## config.mk

```make
export PLATFORM = sky130hd
export DESIGN_NAME = divider
export DESIGN_NICKNAME = d
export VERILOG_FILES = /design/src/rtl/divider.sv
export SDC_FILE = /design/constraint.sdc
export NUM_CORES = 1
export LEC_CHECK = 0
export ABC_AREA = 1
export BUFFER_PORTS_ARGS = -buffer_cell sky130_fd_sc_hd__buf_2
export CORE_ASPECT_RATIO = 1.1
export CORE_MARGIN = 2
export CORE_UTILIZATION = 50
export CTS_BUF_LIST = sky130_fd_sc_hd__clkbuf_16
export CTS_CLUSTER_SIZE = 12
export DETAILED_ROUTE_END_ITERATION = 8
export HOLD_SLACK_MARGIN = 0.12
export MAX_ROUTING_LAYER = met4
export PLACE_DENSITY = 0.81
export SETUP_SLACK_MARGIN = 0.1
export SLEW_MARGIN = 0
export SYNTH_ARGS = -nofsm -noshare
export SYNTH_HDL_FRONTEND = slang
export SYNTH_SLANG_ARGS = --single-unit
```

## constraint.sdc

```tcl
create_clock -name clk -period 3.6 [get_ports clk]
set_input_delay 0.36 -clock clk [delete_from_list [all_inputs] [get_ports clk]]
set_output_delay 0.36 -clock clk [all_outputs]
set_load 0.05 [all_outputs]
```

## src/rtl/divider.sv

```systemverilog
// Sequential unsigned divider: restoring shift-subtract, one quotient bit per clock.
// Returns {remainder, quotient} on dataOut and paces the caller with start/busy/done.
module divider #(
  parameter int         WIDTH = 32,
  parameter logic [2:0] DIVU  = 3'b101
) (
  input  logic                 clk,
  input  logic                 rst,
  input  logic [2:0]           signal,
  input  logic                 start,
  input  logic [WIDTH-1:0]     dataA,
  input  logic [WIDTH-1:0]     dataB,
  output logic                 busy,
  output logic                 done,
  output logic [2*WIDTH-1:0]   dataOut
);

  localparam int CW = $clog2(WIDTH);

  localparam logic [1:0] IDLE = 2'd0;
  localparam logic [1:0] RUN  = 2'd1;
  localparam logic [1:0] DONE = 2'd2;

  logic [1:0]       state;
  logic [WIDTH-1:0] remReg;
  logic [WIDTH-1:0] quoReg;
  logic [WIDTH-1:0] divisor;
  logic [CW-1:0]    count;
  logic [WIDTH:0]   remShift;
  logic [WIDTH:0]   trial;
  logic [WIDTH-1:0] remNext;
  logic [WIDTH-1:0] quoNext;
  logic             accept;

  assign accept = start && (signal == DIVU) && (state != RUN);
  assign busy   = (state == RUN);

  // One restoring step: the dividend bits stream out of quoReg into the remainder,
  // and the borrow of the widened subtract decides the new quotient bit.
  always_comb begin
    remShift = {remReg, quoReg[WIDTH-1]};
    trial    = remShift - {1'b0, divisor};
    remNext  = remShift[WIDTH-1:0];
    quoNext  = {quoReg[WIDTH-2:0], 1'b0};
    if (!trial[WIDTH]) begin
      remNext = trial[WIDTH-1:0];
      quoNext = {quoReg[WIDTH-2:0], 1'b1};
    end
  end

  always_ff @(posedge clk or negedge rst) begin
    if (!rst) begin
      state   <= IDLE;
      remReg  <= '0;
      quoReg  <= '0;
      divisor <= '0;
      count   <= '0;
      done    <= 1'b0;
      dataOut <= '0;
    end else begin
      done <= 1'b0;
      case (state)
        RUN: begin
          remReg <= remNext;
          quoReg <= quoNext;
          count  <= count + 1'b1;
          if (count == CW'(WIDTH - 1)) begin
            state   <= DONE;
            done    <= 1'b1;
            dataOut <= {remNext, quoNext};
          end
        end
        default: begin
          // IDLE and DONE both accept a new op; DONE otherwise falls back to IDLE.
          if (accept) begin
            divisor <= dataB;
            if (dataB == '0) begin
              state   <= DONE;
              done    <= 1'b1;
              dataOut <= {dataA, {WIDTH{1'b1}}};
            end else begin
              state  <= RUN;
              remReg <= '0;
              quoReg <= dataA;
              count  <= '0;
            end
          end else begin
            state <= IDLE;
          end
        end
      endcase
    end
  end

endmodule
```

==> report_table.html, run 1 <==
<table>
<tr><th>Metric</th><th>Value</th></tr>
<tr><th colspan="2">Pwr</th></tr>
<tr><td>Post-route total power</td><td>13.5 mW</td></tr>
<tr><td>Sequential Power Share</td><td>24.6%</td></tr>
<tr><td>Share of power burned in combinational logic</td><td>61.8%</td></tr>
<tr><td>Worst ir drop on vdd</td><td>0.000492 V</td></tr>
<tr><td>Total power density per cell area</td><td>1120 nW/µm²</td></tr>
<tr><td>Switching power as a share of total power</td><td>53.9%</td></tr>
<tr><td>Internal power</td><td>6.24 mW</td></tr>
<tr><td>Standby leakage power</td><td>6.61 nW</td></tr>
<tr><td>Net switching power</td><td>7.28 mW</td></tr>
<tr><td>Clk pwr share</td><td>13.6%</td></tr>
<tr><th colspan="2">Global routing</th></tr>
<tr><td>Final global-route overflow total</td><td>0</td></tr>
<tr><td>Number of antenna violations at the first check in global routing</td><td>0</td></tr>
<tr><td>Global routing usage on met2</td><td>42.3%</td></tr>
<tr><td>Fraction of met3 tracks used by global routing</td><td>4.35%</td></tr>
<tr><td>Wire length of the first global-routing pass</td><td>46.0 mm</td></tr>
<tr><td>GR Util met1</td><td>36.1%</td></tr>
<tr><td>Vias in the first global route</td><td>9030</td></tr>
<tr><td>Gr busiest metal</td><td>met2</td></tr>
<tr><td>Maximum number of pins on one net before global-route repair</td><td>87</td></tr>
<tr><td>Total track usage</td><td>27.0%</td></tr>
<tr><th colspan="2">Clock network</th></tr>
<tr><td>CTS Buf Count</td><td>17</td></tr>
<tr><td>TritonCTS clock tree</td><td>done</td></tr>
<tr><td># H-tree levels</td><td>4</td></tr>
<tr><td>CTS clock-pin slew for the worst setup and hold paths</td><td>0.07 ns</td></tr>
<tr><td>Post-CTS Resized</td><td>0</td></tr>
<tr><td>Root Buffer Master</td><td>sky130_fd_sc_hd__clkbuf_16</td></tr>
<tr><td>Clock Latency Late Sink</td><td>0.44 ns</td></tr>
<tr><td>CTS max path bufs</td><td>2</td></tr>
<tr><td>Post-CTS setup buffers</td><td>0</td></tr>
<tr><td>Num Clock Sinks</td><td>168</td></tr>
<tr><th colspan="2">Floorplanning</th></tr>
<tr><td>Effective utilization at floorplan</td><td>51.4%</td></tr>
<tr><td>Top-level I/O count</td><td>136</td></tr>
<tr><td>Cell Rows</td><td>55</td></tr>
<tr><td>Die extent in y</td><td>157 µm</td></tr>
<tr><td>Chip width</td><td>143 µm</td></tr>
<tr><td>Die Footprint</td><td>22500 µm²</td></tr>
<tr><td>Core Box Area</td><td>20700 µm²</td></tr>
<tr><th colspan="2">Setup path</th></tr>
<tr><td>Startpoint types</td><td>flip-flop</td></tr>
<tr><td>Buffering stage count on the worst path with inverters included</td><td>3</td></tr>
<tr><td>Cells along the critical path</td><td>inv_1 -&gt; ha_1 -&gt; inv_1 -&gt; fa_1 -&gt; nand2_1 -&gt; nand2_1 -&gt; nand3_2 -&gt; nand2_4 -&gt; nand2_4 -&gt; nand2_4 -&gt; nand2_4 -&gt; nand3_2 -&gt; nand2_8 -&gt; nand3_1 -&gt; nand3_1 -&gt; nand2_1 -&gt; inv_1</td></tr>
<tr><td>Startpoint-to-endpoint class of the critical path</td><td>flip-flop to flip-flop</td></tr>
<tr><td>Most prevalent standard cell on the critical path</td><td>sky130_fd_sc_hd__nand2_4</td></tr>
<tr><td>Critical path's slowest cell</td><td>sky130_fd_sc_hd__dfrtp_1</td></tr>
<tr><td>FF-to-FF path depth</td><td>17</td></tr>
<tr><td>Critical path peak fanout</td><td>33</td></tr>
<tr><td>Arrival time of data at the critical path endpoint</td><td>2.93 ns</td></tr>
<tr><td>CP required</td><td>3.98 ns</td></tr>
<tr><td>Number of cells on the critical path</td><td>17</td></tr>
<tr><td>Kind of cell adding the most delay to the critical path</td><td>simple AND/OR/NAND/NOR gates</td></tr>
<tr><td>Highest cell delay on the worst timing path</td><td>0.39 ns</td></tr>
<tr><td>Endpoint type of the worst setup path</td><td>flip-flop</td></tr>
<tr><th colspan="2">Placed design</th></tr>
<tr><td>DP Wirelength</td><td>21.3 mm</td></tr>
<tr><td>Post-DP Area</td><td>11500 µm²</td></tr>
<tr><td>Port Buf Inserts</td><td>135</td></tr>
<tr><td>Routability cong.</td><td>1.00</td></tr>
<tr><th colspan="2">Synthesis</th></tr>
<tr><td>Number of instances in the synthesized netlist</td><td>1401</td></tr>
<tr><td>Synthesized area</td><td>10600 µm²</td></tr>
<tr><td>Fraction of synthesized cell area taken by the top area cell type</td><td>39.5%</td></tr>
<tr><td>Flop and latch count out of synthesis</td><td>168</td></tr>
<tr><td>Avg Inst Size Synth</td><td>7.60 µm²</td></tr>
<tr><td>Number of enable-type register cells in the synthesized netlist</td><td>0</td></tr>
<tr><td>Predominant post-synthesis flop cell</td><td>sky130_fd_sc_hd__dfrtp_1</td></tr>
<tr><td>Yosys top cell by area</td><td>sky130_fd_sc_hd__dfrtp_1</td></tr>
<tr><td>Sequential fraction of the synthesis area</td><td>39.5%</td></tr>
<tr><td>Nets in the synthesized netlist</td><td>1506</td></tr>
<tr><td>Distinct cell type count after synthesis</td><td>47</td></tr>
<tr><td>Top cells by area in the synthesized netlist</td><td>sky130_fd_sc_hd__dfrtp_1 40%, sky130_fd_sc_hd__nand2_1 13%, sky130_fd_sc_hd__nand3_2 8.0%</td></tr>
<tr><td>Warning count from the yosys run</td><td>0</td></tr>
<tr><td>Fraction of registers with async set or reset after synthesis</td><td>100%</td></tr>
<tr><th colspan="2">Drt</th></tr>
<tr><td>Iteration-0 DRC Markers</td><td>725</td></tr>
<tr><td>Detailed-routing iteration count for the pre-antenna-repair pass</td><td>5</td></tr>
<tr><td>Antenna violation net count after detailed routing</td><td>0</td></tr>
<tr><td>Via/cell ratio</td><td>5.23</td></tr>
<tr><td>Routed wire length</td><td>28.1 mm</td></tr>
<tr><td>Via Count</td><td>9471</td></tr>
<tr><td>Remaining routing DRC violations</td><td>0</td></tr>
<tr><td>Average wire per standard cell</td><td>15.5 µm</td></tr>
<tr><th colspan="2">Layout</th></tr>
<tr><td># nets final</td><td>1617</td></tr>
<tr><td>Most used cells in the layout excluding fill and tap cells</td><td>376 x sky130_fd_sc_hd__nand2_1, 213 x sky130_fd_sc_hd__inv_1, 168 x sky130_fd_sc_hd__dfrtp_1, 134 x sky130_fd_sc_hd__buf_2, 104 x sky130_fd_sc_hd__nor2_1</td></tr>
<tr><td>Final core area utilization</td><td>58.2%</td></tr>
<tr><td>Area taken by multi-input logic gates</td><td>5230 µm²</td></tr>
<tr><td>Most common cell after layout, fill and taps aside</td><td>sky130_fd_sc_hd__nand2_1</td></tr>
<tr><td>Fraction of layout instances using a drive strength above 1</td><td>21.4%</td></tr>
<tr><td>Summed area of non-filler cells in the final layout</td><td>12000 µm²</td></tr>
<tr><td>Area occupied by registers</td><td>4200 µm²</td></tr>
<tr><td># diodes</td><td>0</td></tr>
<tr><td>Count of filler cells inserted in the layout</td><td>1935</td></tr>
<tr><td>Layout overhead on the synthesized area</td><td>13.2%</td></tr>
<tr><th colspan="2">Timing</th></tr>
<tr><td>Setup tns final</td><td>0 ns</td></tr>
<tr><td>Maximum clock skew at final layout</td><td>0.0107 ns</td></tr>
<tr><td>Total count of hold-check failures in the final report</td><td>0</td></tr>
<tr><td>Worst hold slack</td><td>0.140 ns</td></tr>
<tr><td>Max-Slew Margin vs Limit</td><td>30.8%</td></tr>
<tr><td>Number of max-slew violations in the final report</td><td>0</td></tr>
<tr><td>Min Tclk post-route</td><td>2.55 ns</td></tr>
<tr><td>Worst-Margin Slew</td><td>1.04 ns</td></tr>
<tr><td>Unrepaired setup endpoints after global routing</td><td>no</td></tr>
<tr><td>Final-report setup violation count</td><td>0</td></tr>
<tr><td>Final Cycle Share</td><td>70.8%</td></tr>
<tr><td>Highest attainable clock frequency</td><td>0.392 GHz</td></tr>
<tr><th colspan="2">Min path</th></tr>
<tr><td>Hold path depth</td><td>3</td></tr>
<tr><td>Worst min path class</td><td>input pin to flip-flop</td></tr>
<tr><th colspan="2">Run</th></tr>
<tr><td>Maximum Capacitance Violations</td><td>0</td></tr>
<tr><th colspan="2">Run status</th></tr>
<tr><td>Outcome</td><td>finished, final reports clean</td></tr>
</table>
==> per-stage QoR <==
step | std cells | setup WS (ns)
after floorplan | 1401 | 1.41
after global placement | 1777 | 1.12
after global routing | 1810 | 0.849
after CTS | 1810 | 1.05
after detailed placement | 1777 | 1.06
final | 1810 | 1.05
==> final timing paths <==
check | to | from | slack, ns
worst max-delay path | dataOut[34]$_DFFE_PN0P_ | quoReg[31]$_DFFE_PN0P_ | 1.05
worst min-delay path | divisor[22]$_DFFE_PN0P_ | dataB[22] | 0.14
worst max register to register | dataOut[34]$_DFFE_PN0P_ | quoReg[31]$_DFFE_PN0P_ | 1.05
worst min register to register | dataOut[9]$_DFFE_PN0P_ | dataOut[9]$_DFFE_PN0P_ | 0.48
max in group asynchronous | divisor[16]$_DFFE_PN0P_ | rst | 2.19
min in group asynchronous | dataOut[9]$_DFFE_PN0P_ | rst | 0.55
==> cell families after synthesis <==
group | count (synthesis) | synth area share [%]
fa+ha+maj | 35 | 4.19
flops | 168 | 39.5
compound gates | 140 | 7.67
simple gates | 759 | 35.8
buf+inv | 283 | 11.5
xor+xnor | 16 | 1.32
==> area by class of cell <==
class,instances,area share (%)
clock buffers,17,3.53
clock inverters,15,1.33
inverters,228,7.10
multi-input cells,950,43.4
flip-flops and latches,168,34.9
well taps,285,2.96
repair buffers,147,6.74
==> sequential cells by signal, indices dropped and copies added, names as in the netlist <==
register,cells
dataOut,64
divisor,32
quoReg,32
remReg,32
count,5
state,2
done,1
==> synth_stat cells, types with 2 or more instances <==
master	number
sky130_fd_sc_hd__dfrtp_1	168
sky130_fd_sc_hd__xor2_1	16
sky130_fd_sc_hd__buf_12	4
sky130_fd_sc_hd__nand4_1	9
sky130_fd_sc_hd__and2_1	5
sky130_fd_sc_hd__or2_2	22
sky130_fd_sc_hd__nor2_1	106
sky130_fd_sc_hd__nor2_2	4
sky130_fd_sc_hd__nand3_1	66
sky130_fd_sc_hd__a21oi_1	49
sky130_fd_sc_hd__a221oi_1	12
sky130_fd_sc_hd__a22o_1	2
sky130_fd_sc_hd__nand2_4	7
sky130_fd_sc_hd__ha_1	34
sky130_fd_sc_hd__buf_6	3
sky130_fd_sc_hd__nand2_1	376
sky130_fd_sc_hd__a211oi_1	3
sky130_fd_sc_hd__nand2_2	6
sky130_fd_sc_hd__or2_1	11
sky130_fd_sc_hd__nand3_2	85
sky130_fd_sc_hd__buf_4	3
sky130_fd_sc_hd__nor3_1	55
sky130_fd_sc_hd__a21o_1	2
sky130_fd_sc_hd__inv_1	213
sky130_fd_sc_hd__inv_2	14
sky130_fd_sc_hd__a31oi_1	14
sky130_fd_sc_hd__buf_2	11
sky130_fd_sc_hd__clkbuf_1	25
sky130_fd_sc_hd__buf_1	3
sky130_fd_sc_hd__a21oi_2	2
sky130_fd_sc_hd__nand2_8	2
sky130_fd_sc_hd__nand3_4	2
sky130_fd_sc_hd__buf_8	2
sky130_fd_sc_hd__o21ai_0	51
sky130_fd_sc_hd__clkbuf_8	2
==> worst register-to-register path, stage by stage (launching register included) <==
cell,delay (ns)
sky130_fd_sc_hd__dfrtp_1,0.39
sky130_fd_sc_hd__inv_1,0.09
sky130_fd_sc_hd__ha_1,0.16
sky130_fd_sc_hd__inv_1,0.07
sky130_fd_sc_hd__fa_1,0.40
sky130_fd_sc_hd__nand2_1,0.08
sky130_fd_sc_hd__nand2_1,0.09
sky130_fd_sc_hd__nand3_2,0.12
sky130_fd_sc_hd__nand2_4,0.08
sky130_fd_sc_hd__nand2_4,0.07
sky130_fd_sc_hd__nand2_4,0.05
sky130_fd_sc_hd__nand2_4,0.09
sky130_fd_sc_hd__nand3_2,0.12
sky130_fd_sc_hd__nand2_8,0.29
sky130_fd_sc_hd__nand3_1,0.16
sky130_fd_sc_hd__nand3_1,0.14
sky130_fd_sc_hd__nand2_1,0.06
sky130_fd_sc_hd__inv_1,0.04
==> power by group through the flow <==
stage	Sequential (mW)	Clock [mW]	Combinational [mW]
finish	3.33	1.84	8.35
floorplan	4.37	0	5.54
global route	3.41	1.93	9.27
CTS	3.32	1.85	8.34
detailed placement	3.35	0	8.26
global placement	3.32	0	8.12
==> routing by layer <==
layer | vias to the layer above | share of wire [%] | wire length, µm
met5 | - | 0 | 0
met4 | 0 | 2.6 | 726
met3 | 59 | 6.3 | 1770
met2 | 334 | 46 | 13000
met1 | 4424 | 45 | 12600
li1 | 4654 | - | -
==> timing repair <==
item	4_1_cts	5_1_grt
hold endpoints to repair	84	0
hold buffers	1	0
endpoints found under the setup margin	0	0
Note: power is estimated with default switching activity, not from simulation.
==> run 2, diff against run 1 <==
--- a/config.mk
+++ b/config.mk
@@ -15,7 +15,7 @@
 export DETAILED_ROUTE_END_ITERATION = 8
 export HOLD_SLACK_MARGIN = 0.12
 export MAX_ROUTING_LAYER = met4
-export PLACE_DENSITY = 0.81
+export PLACE_DENSITY = 0.84
 export SETUP_SLACK_MARGIN = 0.1
 export SLEW_MARGIN = 0
 export SYNTH_ARGS = -nofsm -noshare
==> constraint.sdc (replaced) <==
create_clock -name clk -period 2 [get_ports clk]
set_input_delay 0.2 -clock clk [delete_from_list [all_inputs] [get_ports clk]]
set_output_delay 0.2 -clock clk [all_outputs]
set_load 0.05 [all_outputs]
==> report_table.html, run 2 (same netlist as run 1, synthesis figures left out) <==
<table>
<tr><th>Metric</th><th>Value</th></tr>
<tr><th colspan="2">Layout</th></tr>
<tr><td># nets final</td><td>1864 (was 1617)</td></tr>
<tr><td>Fraction of layout instances using a drive strength above 1</td><td>34.3% (was 21.4%)</td></tr>
<tr><td>Most common cell after layout, fill and taps aside</td><td>sky130_fd_sc_hd__nand2_1 (unchanged)</td></tr>
<tr><td>Number of flip-flops in the largest register</td><td>64 (unchanged)</td></tr>
<tr><td>Summed area of non-filler cells in the final layout</td><td>14800 µm² (was 12000 µm²)</td></tr>
<tr><td>Most used cells in the layout excluding fill and tap cells</td><td>343 x sky130_fd_sc_hd__nand2_1, 204 x sky130_fd_sc_hd__inv_1, 183 x sky130_fd_sc_hd__buf_4, 168 x sky130_fd_sc_hd__dfrtp_1, 133 x sky130_fd_sc_hd__buf_2 (was 376 x sky130_fd_sc_hd__nand2_1, 213 x sky130_fd_sc_hd__inv_1, 168 x sky130_fd_sc_hd__dfrtp_1, 134 x sky130_fd_sc_hd__buf_2, 104 x sky130_fd_sc_hd__nor2_1)</td></tr>
<tr><td>Biggest register</td><td>dataOut (unchanged)</td></tr>
<tr><td>Count of non-filler cells in the finished layout</td><td>2057 (was 1810)</td></tr>
<tr><td>Layout overhead on the synthesized area</td><td>38.8% (was 13.2%)</td></tr>
<tr><th colspan="2">Clock network</th></tr>
<tr><td>Clock Latency Late Sink</td><td>0.45 ns (was 0.44 ns)</td></tr>
<tr><td>CTS clock-pin slew for the worst setup and hold paths</td><td>0.07 ns (about the same)</td></tr>
<tr><td>CTS max path bufs</td><td>2 (unchanged)</td></tr>
<tr><td>Root Buffer Master</td><td>sky130_fd_sc_hd__clkbuf_16 (unchanged)</td></tr>
<tr><td>TritonCTS clock tree</td><td>done (unchanged)</td></tr>
<tr><td>CTS Buf Count</td><td>17 (unchanged)</td></tr>
<tr><td>Num Clock Sinks</td><td>168 (unchanged)</td></tr>
<tr><td># H-tree levels</td><td>4 (unchanged)</td></tr>
<tr><th colspan="2">Global routing</th></tr>
<tr><td>Total track usage</td><td>32.2% (was 27.0%)</td></tr>
<tr><td>Final global-route overflow total</td><td>0 (unchanged)</td></tr>
<tr><td>Maximum number of pins on one net before global-route repair</td><td>63 (was 87)</td></tr>
<tr><td>Wire length of the first global-routing pass</td><td>54.6 mm (was 46.0 mm)</td></tr>
<tr><td>Vias in the first global route</td><td>10900 (was 9030)</td></tr>
<tr><td>Number of antenna violations at the first check in global routing</td><td>1 (was 0)</td></tr>
<tr><th colspan="2">Timing</th></tr>
<tr><td>Worst hold slack</td><td>0.115 ns (was 0.140 ns)</td></tr>
<tr><td>Highest attainable clock frequency</td><td>0.402 GHz (was 0.392 GHz)</td></tr>
<tr><td>Maximum clock skew at final layout</td><td>0.00689 ns (was 0.0107 ns)</td></tr>
<tr><td>Final-report setup violation count</td><td>69 (was 0)</td></tr>
<tr><td>Worst-Margin Slew</td><td>0.900 ns (was 1.04 ns)</td></tr>
<tr><td>Total count of hold-check failures in the final report</td><td>0 (unchanged)</td></tr>
<tr><td>Unrepaired setup endpoints after global routing</td><td>yes (was no)</td></tr>
<tr><td>Number of max-slew violations in the final report</td><td>0 (unchanged)</td></tr>
<tr><td>Max-Slew Margin vs Limit</td><td>40.0% (was 30.8%)</td></tr>
<tr><td>Min Tclk post-route</td><td>2.49 ns (was 2.55 ns)</td></tr>
<tr><td>Final Cycle Share</td><td>125% (was 70.8%)</td></tr>
<tr><td>PnR worst setup slack</td><td>-0.490 ns (was 1.05 ns)</td></tr>
<tr><th colspan="2">Placed design</th></tr>
<tr><td>Pre-CTS WS</td><td>-0.375 ns (was 1.06 ns)</td></tr>
<tr><td>Post-DP Area</td><td>12900 µm² (was 11500 µm²)</td></tr>
<tr><td>DP Wirelength</td><td>23.6 mm (was 21.3 mm)</td></tr>
<tr><td>Routability cong.</td><td>0.974 (was 1.00)</td></tr>
<tr><td>Number of cells in the design after placement</td><td>1954 (was 1777)</td></tr>
<tr><td>Port Buf Inserts</td><td>135 (unchanged)</td></tr>
<tr><th colspan="2">Floorplanning</th></tr>
<tr><td>Die extent in y</td><td>157 µm (unchanged)</td></tr>
<tr><td>Effective utilization at floorplan</td><td>51.4% (unchanged)</td></tr>
<tr><td>Core Box Area</td><td>20700 µm² (unchanged)</td></tr>
<tr><td>Chip width</td><td>143 µm (unchanged)</td></tr>
<tr><td>Die Footprint</td><td>22500 µm² (unchanged)</td></tr>
<tr><td>Top-level I/O count</td><td>136 (unchanged)</td></tr>
<tr><td>Cell Rows</td><td>55 (unchanged)</td></tr>
<tr><th colspan="2">Setup path</th></tr>
<tr><td>Startpoint types</td><td>flip-flop (unchanged)</td></tr>
<tr><td>Startpoint-to-endpoint class of the critical path</td><td>flip-flop to flip-flop (unchanged)</td></tr>
<tr><td>Arrival time of data at the critical path endpoint</td><td>2.83 ns (was 2.93 ns)</td></tr>
<tr><td>CP required</td><td>2.34 ns (was 3.98 ns)</td></tr>
<tr><td>Critical path peak fanout</td><td>6 (was 33)</td></tr>
<tr><td>Endpoint type of the worst setup path</td><td>flip-flop (unchanged)</td></tr>
<tr><th colspan="2">Drt</th></tr>
<tr><td>Routed wire length</td><td>36.9 mm (was 28.1 mm)</td></tr>
<tr><td>Remaining routing DRC violations</td><td>0 (unchanged)</td></tr>
<tr><td>Antenna violation net count after detailed routing</td><td>0 (unchanged)</td></tr>
<tr><td>Via Count</td><td>11400 (was 9471)</td></tr>
<tr><td>Via/cell ratio</td><td>5.53 (was 5.23)</td></tr>
<tr><td>Average wire per standard cell</td><td>17.9 µm (was 15.5 µm)</td></tr>
<tr><td>Iteration-0 DRC Markers</td><td>1195 (was 725)</td></tr>
<tr><td>Detailed-routing iteration count for the pre-antenna-repair pass</td><td>6 (was 5)</td></tr>
<tr><th colspan="2">Run status</th></tr>
<tr><td>Failing checks</td><td>negative setup slack</td></tr>
<tr><td>Outcome</td><td>complete, but fails checks (was finished, final reports clean)</td></tr>
<tr><th colspan="2">Run</th></tr>
<tr><td>Maximum Capacitance Violations</td><td>0 (unchanged)</td></tr>
<tr><th colspan="2">Min path</th></tr>
<tr><td>Worst min path class</td><td>input pin to flip-flop (unchanged)</td></tr>
</table>
run 2: cell types whose count changed in the layout (fill, tap and decap cells not counted), moves of 8 or more:
| cell | previous run | this run |
|---|---|---|
| sky130_fd_sc_hd__buf_12 | 3 | 13 |
| sky130_fd_sc_hd__buf_4 | 8 | 183 |
| sky130_fd_sc_hd__dlygate4sd3_1 | 1 | 51 |
| sky130_fd_sc_hd__inv_1 | 213 | 204 |
| sky130_fd_sc_hd__inv_2 | 14 | 22 |
| sky130_fd_sc_hd__nand2_1 | 376 | 343 |
| sky130_fd_sc_hd__nand2_2 | 6 | 32 |
| sky130_fd_sc_hd__nand3_1 | 66 | 40 |
| sky130_fd_sc_hd__nand3_4 | 2 | 27 |
| sky130_fd_sc_hd__o21ai_0 | 51 | 33 |
| sky130_fd_sc_hd__o21ai_1 | 0 | 14 |
run 2: final timing paths:
kind / slack (ns) / from / depth (start not counted) / to
worst max-delay path: -0.49 / quoReg[31]$_DFFE_PN0P_ / 20 / dataOut[34]$_DFFE_PN0P_
min in group asynchronous: 0.31 / rst / 2 / dataOut[7]$_DFFE_PN0P_
worst min register to register: 0.49 / dataOut[8]$_DFFE_PN0P_ / 2 / dataOut[8]$_DFFE_PN0P_
worst max register to register: -0.49 / quoReg[31]$_DFFE_PN0P_ / 20 / dataOut[34]$_DFFE_PN0P_
worst min-delay path: 0.12 / dataA[1] / 3 / quoReg[1]$_DFFE_PN0P_
max in group asynchronous: 0.93 / rst / 3 / dataOut[63]$_DFFE_PN0P_
run 2: cell type report:
type	instances	area (µm²)
tap	285	357
timing repair buffer	390	2950
multi-input combinational	954	5830
fill	1412	5940
clock inverter	14	150
inverter	228	858
sequential	168	4200
clock buffer	17	425
antenna	1	2.50
run 2: metrics by stage:
stage                     util, %  TNS [ns]
after floorplan                 -     -5.68
after global routing         71.3    -32.17
after CTS                    69.3    -19.91
after detailed placement     62.1    -19.42
final                        71.3    -26.61
after global placement       62.1    -15.16
run 2: what timing repair did:
item,in CTS,in global routing
setup buffers,9,7
resized for setup,50,104
hold buffers,51,0
pin swaps,18,47
setup endpoints to repair,80,85
endpoints found under the hold margin,109,0
cloned,4,0
run 2: worst max-delay path, stage by stage, from the launching register on:
cell,delay (ns)
sky130_fd_sc_hd__dfrtp_1,0.41
sky130_fd_sc_hd__inv_2,0.10
sky130_fd_sc_hd__ha_4,0.14
sky130_fd_sc_hd__inv_4,0.04
sky130_fd_sc_hd__fa_2,0.34
sky130_fd_sc_hd__nand2_2,0.08
sky130_fd_sc_hd__nand2_2,0.07
sky130_fd_sc_hd__nand3_2,0.08
sky130_fd_sc_hd__nand2_4,0.06
sky130_fd_sc_hd__nand2_4,0.07
sky130_fd_sc_hd__nand2_4,0.05
sky130_fd_sc_hd__nand2_4,0.09
sky130_fd_sc_hd__nand2_4,0.08
sky130_fd_sc_hd__nand2_4,0.09
sky130_fd_sc_hd__nand2_8,0.11
sky130_fd_sc_hd__buf_8,0.17
sky130_fd_sc_hd__buf_6,0.12
sky130_fd_sc_hd__nand3_4,0.06
sky130_fd_sc_hd__nand3_2,0.08
sky130_fd_sc_hd__nand2_1,0.07
sky130_fd_sc_hd__inv_1,0.06
run 2: per-layer routing:
layer,vias to the layer above,share of wire (%),track usage (%)
li1,5163,-,-
met1,5292,38,38.5
met2,707,48,52.9
met3,213,8.7,5.69
met4,0,6.1,15.0
met5,-,0,-
Power of run 2 is left out: the tool's default activity adds up to more than one toggle a clock period on the data nets, which glitch-free logic cannot reach.
